===== config.mk =====
export PLATFORM = sky130hd
export DESIGN_NAME = isp_mosaic
export DESIGN_NICKNAME = d
export VERILOG_FILES = /design/src/rtl/isp_pkg.sv /design/src/rtl/isp_frame_cnt.sv /design/src/rtl/isp_mosaic.sv
export SDC_FILE = /design/constraint.sdc
export NUM_CORES = 1
export LEC_CHECK = 0
export ABC_AREA = 1
export BUFFER_PORTS_ARGS = -buffer_cell sky130_fd_sc_hd__buf_2
export CAP_MARGIN = 5
export CORE_UTILIZATION = 60
export CTS_BUF_LIST = sky130_fd_sc_hd__clkbuf_16
export DETAILED_ROUTE_END_ITERATION = 8
export GPL_TIMING_DRIVEN = 0
export PLACE_DENSITY = 0.82
export SYNTH_ARGS = -nofsm -noshare
export SYNTH_HDL_FRONTEND = slang
export SYNTH_SLANG_ARGS = --single-unit
export TNS_END_PERCENT = 5

===== constraint.sdc =====
create_clock -name pclk -period 5 [get_ports pclk]
set_input_delay 1.25 -clock pclk [delete_from_list [all_inputs] [get_ports pclk]]
set_output_delay 1.25 -clock pclk [all_outputs]
set_load 0.005 [all_outputs]

===== src/rtl/isp_pkg.sv =====
// Shared ISP definitions: Bayer phase codes, frame FSM encoding and phase helper.
// Pure declarations; no latency and no flow control.
package isp_pkg;

    localparam logic [1:0] PH_R  = 2'b00;
    localparam logic [1:0] PH_GR = 2'b01;
    localparam logic [1:0] PH_GB = 2'b10;
    localparam logic [1:0] PH_B  = 2'b11;

    typedef enum logic {
        ST_IDLE   = 1'b0,
        ST_ACTIVE = 1'b1
    } frame_st_t;

    function automatic logic [1:0] bayer_phase(input logic row_lsb, input logic col_lsb,
                                               input logic [1:0] pattern);
        return {row_lsb, col_lsb} ^ pattern;
    endfunction

endpackage


===== src/rtl/isp_frame_cnt.sv =====
// Frame tracker: accepts pixels, keeps col/row position and decodes sof/eol/eof/error for the current pixel.
// Decode is combinational off registered state (0 cycles); no backpressure, every valid pixel is judged the cycle it arrives.
module isp_frame_cnt
    import isp_pkg::*;
#(
    parameter int WIDTH  = 1920,
    parameter int HEIGHT = 1080
) (
    input  logic pclk,
    input  logic rst_n,
    input  logic i_vld,
    input  logic i_sof,
    output logic o_acc,
    output logic o_col_lsb,
    output logic o_row_lsb,
    output logic o_sof,
    output logic o_eol,
    output logic o_eof,
    output logic o_err
);

    localparam int CW = $clog2(WIDTH + 1);
    localparam int RW = $clog2(HEIGHT + 1);

    frame_st_t     r_state;
    logic [CW-1:0] r_col;
    logic [RW-1:0] r_row;
    logic [CW-1:0] w_col;
    logic [RW-1:0] w_row;
    logic          w_acc;
    logic          w_eol;
    logic          w_eof;

    // A start-of-frame always re-anchors the current pixel at (0,0).
    assign w_acc = i_vld && (r_state == ST_ACTIVE || i_sof);
    assign w_col = i_sof ? '0 : r_col;
    assign w_row = i_sof ? '0 : r_row;
    assign w_eol = (w_col == CW'(WIDTH - 1));
    assign w_eof = w_eol && (w_row == RW'(HEIGHT - 1));

    assign o_acc     = w_acc;
    assign o_col_lsb = w_col[0];
    assign o_row_lsb = w_row[0];
    assign o_sof     = w_acc && i_sof;
    assign o_eol     = w_acc && w_eol;
    assign o_eof     = w_acc && w_eof;
    assign o_err     = i_vld && i_sof && (r_state == ST_ACTIVE) && (r_col != '0 || r_row != '0);

    always_ff @(posedge pclk) begin
        if (!rst_n) begin
            r_state <= ST_IDLE;
            r_col   <= '0;
            r_row   <= '0;
        end else if (w_acc) begin
            if (w_eof) begin
                r_state <= ST_IDLE;
                r_col   <= '0;
                r_row   <= '0;
            end else begin
                r_state <= ST_ACTIVE;
                if (w_eol) begin
                    r_col <= '0;
                    r_row <= w_row + 1'b1;
                end else begin
                    r_col <= w_col + 1'b1;
                    r_row <= w_row;
                end
            end
        end
    end

endmodule


===== src/rtl/isp_mosaic.sv =====
// RGB-to-Bayer remosaic: 2-cycle latency, no backpressure (one sample out per accepted pixel, in order).
// Optional per-frame R/G/B sample totals when ISP_MOSAIC_STATS_EN is defined.
module isp_mosaic
    import isp_pkg::*;
#(
    parameter int         BITS    = 8,
    parameter int         WIDTH   = 1920,
    parameter int         HEIGHT  = 1080,
    parameter logic [1:0] PATTERN = 2'b00
) (
    input  logic              pclk,
    input  logic              rst_n,
    input  logic              in_valid,
    input  logic              in_sof,
    input  logic [3*BITS-1:0] in_rgb,
    output logic              out_valid,
    output logic [BITS-1:0]   out_raw,
    output logic              out_sof,
    output logic              out_eol,
    output logic              out_eof,
    output logic              frame_err
`ifdef ISP_MOSAIC_STATS_EN
    ,
    output logic              stat_valid,
    output logic [31:0]       stat_r,
    output logic [31:0]       stat_g,
    output logic [31:0]       stat_b
`endif
);

    logic              w_acc;
    logic              w_col_lsb;
    logic              w_row_lsb;
    logic              w_sof;
    logic              w_eol;
    logic              w_eof;
    logic              w_err;
    logic              r_s1_vld;
    logic [3*BITS-1:0] r_s1_rgb;
    logic [1:0]        r_s1_ph;
    logic              r_s1_sof;
    logic              r_s1_eol;
    logic              r_s1_eof;
    logic              r_s1_err;
    logic [BITS-1:0]   w_sel;

    isp_frame_cnt #(
        .WIDTH  (WIDTH),
        .HEIGHT (HEIGHT)
    ) u_frame_cnt (
        .pclk      (pclk),
        .rst_n     (rst_n),
        .i_vld     (in_valid),
        .i_sof     (in_sof),
        .o_acc     (w_acc),
        .o_col_lsb (w_col_lsb),
        .o_row_lsb (w_row_lsb),
        .o_sof     (w_sof),
        .o_eol     (w_eol),
        .o_eof     (w_eof),
        .o_err     (w_err)
    );

    always_ff @(posedge pclk) begin
        if (!rst_n) begin
            r_s1_vld <= 1'b0;
            r_s1_rgb <= '0;
            r_s1_ph  <= PH_R;
            r_s1_sof <= 1'b0;
            r_s1_eol <= 1'b0;
            r_s1_eof <= 1'b0;
            r_s1_err <= 1'b0;
        end else begin
            r_s1_vld <= w_acc;
            r_s1_rgb <= in_rgb;
            r_s1_ph  <= bayer_phase(w_row_lsb, w_col_lsb, PATTERN);
            r_s1_sof <= w_sof;
            r_s1_eol <= w_eol;
            r_s1_eof <= w_eof;
            r_s1_err <= w_err;
        end
    end

    always_comb begin
        w_sel = r_s1_rgb[2*BITS-1:BITS];
        case (r_s1_ph)
            PH_R:    w_sel = r_s1_rgb[3*BITS-1:2*BITS];
            PH_B:    w_sel = r_s1_rgb[BITS-1:0];
            default: w_sel = r_s1_rgb[2*BITS-1:BITS];
        endcase
    end

    // Everything leaving the block is forced to zero on idle cycles.
    always_ff @(posedge pclk) begin
        if (!rst_n) begin
            out_valid <= 1'b0;
            out_raw   <= '0;
            out_sof   <= 1'b0;
            out_eol   <= 1'b0;
            out_eof   <= 1'b0;
            frame_err <= 1'b0;
        end else begin
            out_valid <= r_s1_vld;
            out_raw   <= r_s1_vld ? w_sel : '0;
            out_sof   <= r_s1_vld && r_s1_sof;
            out_eol   <= r_s1_vld && r_s1_eol;
            out_eof   <= r_s1_vld && r_s1_eof;
            frame_err <= r_s1_vld && r_s1_err;
        end
    end

`ifdef ISP_MOSAIC_STATS_EN
    logic [1:0]  r_out_ph;
    logic [31:0] r_acc_r;
    logic [31:0] r_acc_g;
    logic [31:0] r_acc_b;
    logic [31:0] w_samp;
    logic [31:0] w_nxt_r;
    logic [31:0] w_nxt_g;
    logic [31:0] w_nxt_b;

    always_ff @(posedge pclk) begin
        if (!rst_n) r_out_ph <= PH_R;
        else        r_out_ph <= r_s1_ph;
    end

    // A restart pixel begins a fresh total that already includes its own sample.
    assign w_samp  = 32'(out_raw);
    assign w_nxt_r = (frame_err ? 32'd0 : r_acc_r) + ((r_out_ph == PH_R) ? w_samp : 32'd0);
    assign w_nxt_g = (frame_err ? 32'd0 : r_acc_g) +
                     ((r_out_ph == PH_GR || r_out_ph == PH_GB) ? w_samp : 32'd0);
    assign w_nxt_b = (frame_err ? 32'd0 : r_acc_b) + ((r_out_ph == PH_B) ? w_samp : 32'd0);

    always_ff @(posedge pclk) begin
        if (!rst_n) begin
            r_acc_r    <= '0;
            r_acc_g    <= '0;
            r_acc_b    <= '0;
            stat_valid <= 1'b0;
            stat_r     <= '0;
            stat_g     <= '0;
            stat_b     <= '0;
        end else begin
            stat_valid <= 1'b0;
            if (out_valid) begin
                if (out_eof) begin
                    stat_valid <= 1'b1;
                    stat_r     <= w_nxt_r;
                    stat_g     <= w_nxt_g;
                    stat_b     <= w_nxt_b;
                    r_acc_r    <= '0;
                    r_acc_g    <= '0;
                    r_acc_b    <= '0;
                end else begin
                    r_acc_r <= w_nxt_r;
                    r_acc_g <= w_nxt_g;
                    r_acc_b <= w_nxt_b;
                end
            end
        end
    end
`endif

endmodule


# Word level (Yosys, flattened, before mapping)
# Cells that the tools add are included.
# W data, S select, Z words.
# op_classes
add_sub_neg	2
eq_ne	3
muxes	8
n_reduce_logical	18
# op_table
operator	n
$mux W11	6
$add A11 B1 Y11 const B	2
$eq A11 B11 Y1 const B	2
$reduce_bool A11 Y1	2
$pmux W8 S2	1
$logic_and A1 B1 Y1	12
$eq A2 B2 Y1 const B	1
$logic_not A2 Y1	1
$logic_or A1 B1 Y1	2
$reduce_and A2 Y1	1
$mux W1	1
# totals
reg_bits	67
input_bits	28
output_inout_bits	13
elab_cells	47

# Longest topological paths before layout
# depth
depth_word	4
depth_mapped	11
depth_no_buf	11

# Modules after synthesis
# From an unflattened synthesis, not the netlist that was laid out.
# hier_totals
cells_unflattened	477
area_unflattened_um2	3206.8
# modules_own_cells
module	n_inst	cells_each	area_per_inst_um2	seq_area_each_um2
isp_frame_cnt	1	278	1717.9	460.4
isp_mosaic	1	199	1488.9	880.8

# Worst setup path after synthesis
# No wires, ideal clock.
# synth_path
kind	input to register
start	input in_sof
end	register u_frame_cnt.r_row[10]
setup_time_ns	0.132
t_arrival_ns	2.632
required_ns	4.868
slack_ns	2.236
cell_stages	10
path_buffers	1
path_cell_list	buf_2 nor2_1 ha_1 nand4_1 nor2_2 nand3_2 nand2_2 nand2_2 nand3_1 a21oi_1
# synth_between
elab_chain_cells	4
elab_cells_between_ends	10
cone_classes	1 x add/sub; 2 x eq/ne; 4 x mux; 3 x reduce/logical
# synth_rtl
item	line_no	text
start: declaration	isp_mosaic.sv:14	input logic in_sof,
$mux W11 *	isp_frame_cnt.sv:36	assign w_col = i_sof ? '0 : r_col;
named net u_frame_cnt.o_col_lsb	isp_frame_cnt.sv:14	output logic o_col_lsb,
$eq A11 B11 Y1 *	isp_frame_cnt.sv:38	assign w_eol = (w_col == CW'(WIDTH - 1));
$mux W11 / $logic_and A1 B1 Y1 (equally long branches)	isp_frame_cnt.sv:61, isp_frame_cnt.sv:39	
$mux W11 *	isp_frame_cnt.sv:55	if (w_eof) begin
end signal: assignment	isp_frame_cnt.sv:63	r_row <= w_row + 1'b1;
end signal: assignment	isp_frame_cnt.sv:66	r_row <= w_row;
end: declaration	isp_frame_cnt.sv:27	logic [RW-1:0] r_row;
# Mark *: on every way through the listed nets, which the timed path passes. The rest lies on a longest branch.
# A chain may end at the register's enable or synchronous reset.

# Worst setup path after layout
# layout_path
start	input in_sof
end	register u_frame_cnt.r_col[8]
# layout_between
elab_chain_cells	4
elab_cells_between_ends	10
cone_classes	1 x add/sub; 2 x eq/ne; 4 x mux; 3 x reduce/logical
# layout_rtl
item	line_no	text
$mux W11 *	isp_frame_cnt.sv:36	
named net u_frame_cnt.o_col_lsb	isp_frame_cnt.sv:14	
$add A11 B1 Y11 / $eq A11 B11 Y1 (equally long branches)	isp_frame_cnt.sv:65, isp_frame_cnt.sv:38	
$mux W11 / $logic_and A1 B1 Y1 (equally long branches)	isp_frame_cnt.sv:61, isp_frame_cnt.sv:39	
$mux W11 *	isp_frame_cnt.sv:55	
end signal: assignment	isp_frame_cnt.sv:65	r_col <= w_col + 1'b1;
end: declaration	isp_frame_cnt.sv:26	logic [CW-1:0] r_col;
# Marked as above.

==> summary.md <==
| Metric | Value |
|---|---|
| Syn Inst Count | 424 |
| RSZ-0062 raised after global routing | false |
| # hold bufs at CTS | 0 |
| Net count after synthesis | 456 |
| Rows | 25 |
| Port bufs | 39 |
| R2R setup slack | 2.86 ns |
| Post-synthesis compound-gate area fraction | 0.0938 |
| Final setup fails | 0 |
| Largest net degree at the start of global routing | 14 |
| Met2 usage | 0.499 |
| Fillers | 371 |
| Crit path max fanout | 10 |
| Pre-CTS setup slack | 1.73 ns |
| Root Buffer | clkbuf_16 |
| GPL Wtd Cong | 0.910 |
| Initial Util | 0.624 |
| Post-layout util | 0.747 |
| Met3 Usage GRT | 0.0694 |
| Power after layout | 1.25 mW |
| Post-synthesis mux area share | 0 |
| Req. time, crit path | 5.20 ns |
| Final TNS setup | 0 ns |
| Synthesized flop and latch total | 67 |
| Placed inst area | 3230 µm² |
| FF+latch area | 1340 µm² |
| Crit start category | input pin |
| Initial antenna violation count | 0 |
| Routed vias | 2,926 |
| Worst setup path class | in2reg |
| Pwr Density | 355 nW/µm² |
| # clock sinks | 67 |
| Async set-reset flop share out of synthesis | 0 |
| Grt ovf | 0 |
| Slew @ Worst Pin | 0.511 ns |
| Core area | 4720 µm² |
| Total track usage | 0.286 |
| Max Cap Viol | 0 |
| Die area | 5200 µm² |
| Final setup margin | 1.95 ns |
| Area of the multi-input gates | 1300 µm² |
| Synth Area in Adders | 0.0170 |
| Status | finished, final reports clean |
| DR iter-0 viols | 175 |
| PostCTS Resize Cnt | 0 |
| Slew Viols, Final | 0 |
| Crit path capture type | flop |
| CTS tree | yes |
| CP arrival | 3.24 ns |
| Worst-skew pair later-pin latency | 0.33 ns |
| Final instance area | 3530 µm² |
| Min Hold Slack | 0.410 ns |
| Clock Skew | 0.00918 ns |
| Worst hold path depth | 2 |
| I/O pins | 41 |
| Max Buffers Root-to-Sink | 2 |
| Simple-gate share of the synthesized area | 0.312 |
| Final period util | 0.609 |
| Max rail drop VDD | 0.197 mV |
| Share of post-route cells with drive strength above 1 | 0.148 |
| R2R depth | 10 |
| Highest Clock Rate | 328 MHz |
| Leak pwr | 1.64 nW |
| Post-synthesis sequential area ratio | 0.455 |
| Synthesis-to-layout area growth | 19.7% |
| GR Layer Usage met1 | 0.325 |
| Die Ht | 72.1 µm |
| Dpl hpwl | 4800 µm |
| First-pass GRT wire length | 11,500 µm |
| Htree depth | 3 |
| Yosys warnings | 0 |
| Largest family of logic cells by synthesized area | simple AND/OR/NAND/NOR gates |
| Vias per inst | 5.36 |
| Worst slew margin | 0.659 |
| Initial DRT Pass Iterations | 5 |
| Number of synthesized flops with an enable pin | 0 |
| Largest area contributor in the netlist | dfxtp_1 |
| Mean routed wirelength per cell | 12.8 µm |
| # nets final | 506 |
| Post-route ant nets | 0 |
| Tmin final | 3.05 ns |
| GR peak layer | met2 |
| Clk pin slew, worst setup/hold paths | 0.05 ns |
| Placed cells | 530 |
| # Post-CTS Setup Buffers | 0 |
| CTS Buf Count | 9 |
| HP Class | reg2reg |
| Synth Area in XOR/XNOR | 0.0178 |
| ANT cells | 0 |
| Post-route insts no fill | 546 |
| Vias in the first global route | 2,643 |
| Mapped Avg Cell Area | 6.95 µm² |
| Synth cell types | 30 |
| Post-synth top flop | dfxtp_1 |
| Die width | 72.1 µm |
| Share of the synthesized area in the top cell type | 0.455 |
| Post-Route WL | 7000 µm |
| Final Hold Viols | 0 |
| # DRC | 0 |
| Synth Cell Area | 2950 µm² |
| Ranking of synthesized cells by area | dfxtp_1 46%, nand2_1 14%, inv_1 7.6% |
==> where the power goes <==
part           switching (mW)  total (mW)  internal [mW]
Clock                   0.235       0.623          0.388
Combinational          0.0501      0.0737         0.0236
Sequential            0.00603       0.556          0.550
Total                   0.291        1.25          0.961
==> synth_stat cells (3+ instances only) <==
master,number
nand2_1,107
dfxtp_1,67
inv_1,60
nor2_1,42
nand3_1,41
a21oi_1,38
o21ai_0,12
clkbuf_1,6
nor4_1,6
buf_2,4
ha_1,4
nand4_1,4
nor3_1,4
buf_1,3
inv_2,3
xnor2_1,3
xor2_1,3
==> area by class of cell <==
type / instances / area share
Inverter: 65 / 0.0695
Sequential cell: 67 / 0.380
Clock inverter: 7 / 0.0216
Tap cell: 67 / 0.0238
Timing Repair Buffer: 39 / 0.0553
Multi-Input combinational cell: 278 / 0.368
Buffer: 14 / 0.0174
Clock buffer: 9 / 0.0639
==> layout by cell type (no fill, tap or decap), types with 2 or more instances in the layout <==
master      count
nor3_1          4
nor4_1          6
clkinv_4        2
nand4_1         4
inv_2           3
clkinv_2        2
xor2_1          3
xnor2_1         3
a21oi_1        38
nand2_1       107
buf_2          43
ha_1            4
dfxtp_1        67
nor2_1         42
nand2_2         2
nand3_1        41
nand3b_1        2
clkinvlp_4      2
clkbuf_1        6
clkbuf_16       9
buf_1           3
o21ai_0        12
o21ai_1         2
inv_1          60
nor2_2          2
==> critical path: stages <==
cell     delay, ns
buf_2         0.13
buf_2         0.19
nor2_1        0.21
ha_1          0.27
nand4_1       0.22
nor2_2        0.19
nand3_2       0.22
nand2_2       0.22
nor2_1        0.09
a21oi_1       0.18
nor2_1        0.06
==> state kept, by name, indices dropped and copies added, names as in the netlist <==
register and count:
r_s1_vld 1, u_frame_cnt.r_col 11, out_sof 1, r_s1_eof 1, r_s1_eol 1, frame_err 1, out_eof 1, u_frame_cnt.r_row 11
r_s1_err 1, r_s1_sof 1, out_raw 8, r_s1_rgb 24, u_frame_cnt.r_state 1, out_eol 1, r_s1_ph 2, out_valid 1
==> routing by layer <==
| metal | vias to the layer above | wire length (µm) |
|---|---|---|
| met4 | 0 | 111 |
| met3 | 13 | 457 |
| met2 | 122 | 3540 |
| met5 | - | 0 |
| met1 | 1354 | 2890 |
| li1 | 1437 | - |
==> cells by family (layout without fill, tap and decap cells) <==
family                   count (synthesis)  count (layout)
buffers and inverters                   79             134
adder cells (fa/ha/maj)                  4               4
AND/OR/NAND/NOR                        214             214
flip-flops                              67              67
AO/OA/AOI/OAI                           54              54
XOR/XNOR                                 6               6
==> path summary, 6_finish.rpt <==
kind | from | endpoint
worst max-delay path | in_sof | u_frame_cnt.r_col[8]
worst min-delay path | r_s1_err | frame_err
worst max register to register | u_frame_cnt.r_col[0] | u_frame_cnt.r_col[8]
worst min register to register | r_s1_err | frame_err
(Power assumes the default switching activity.)
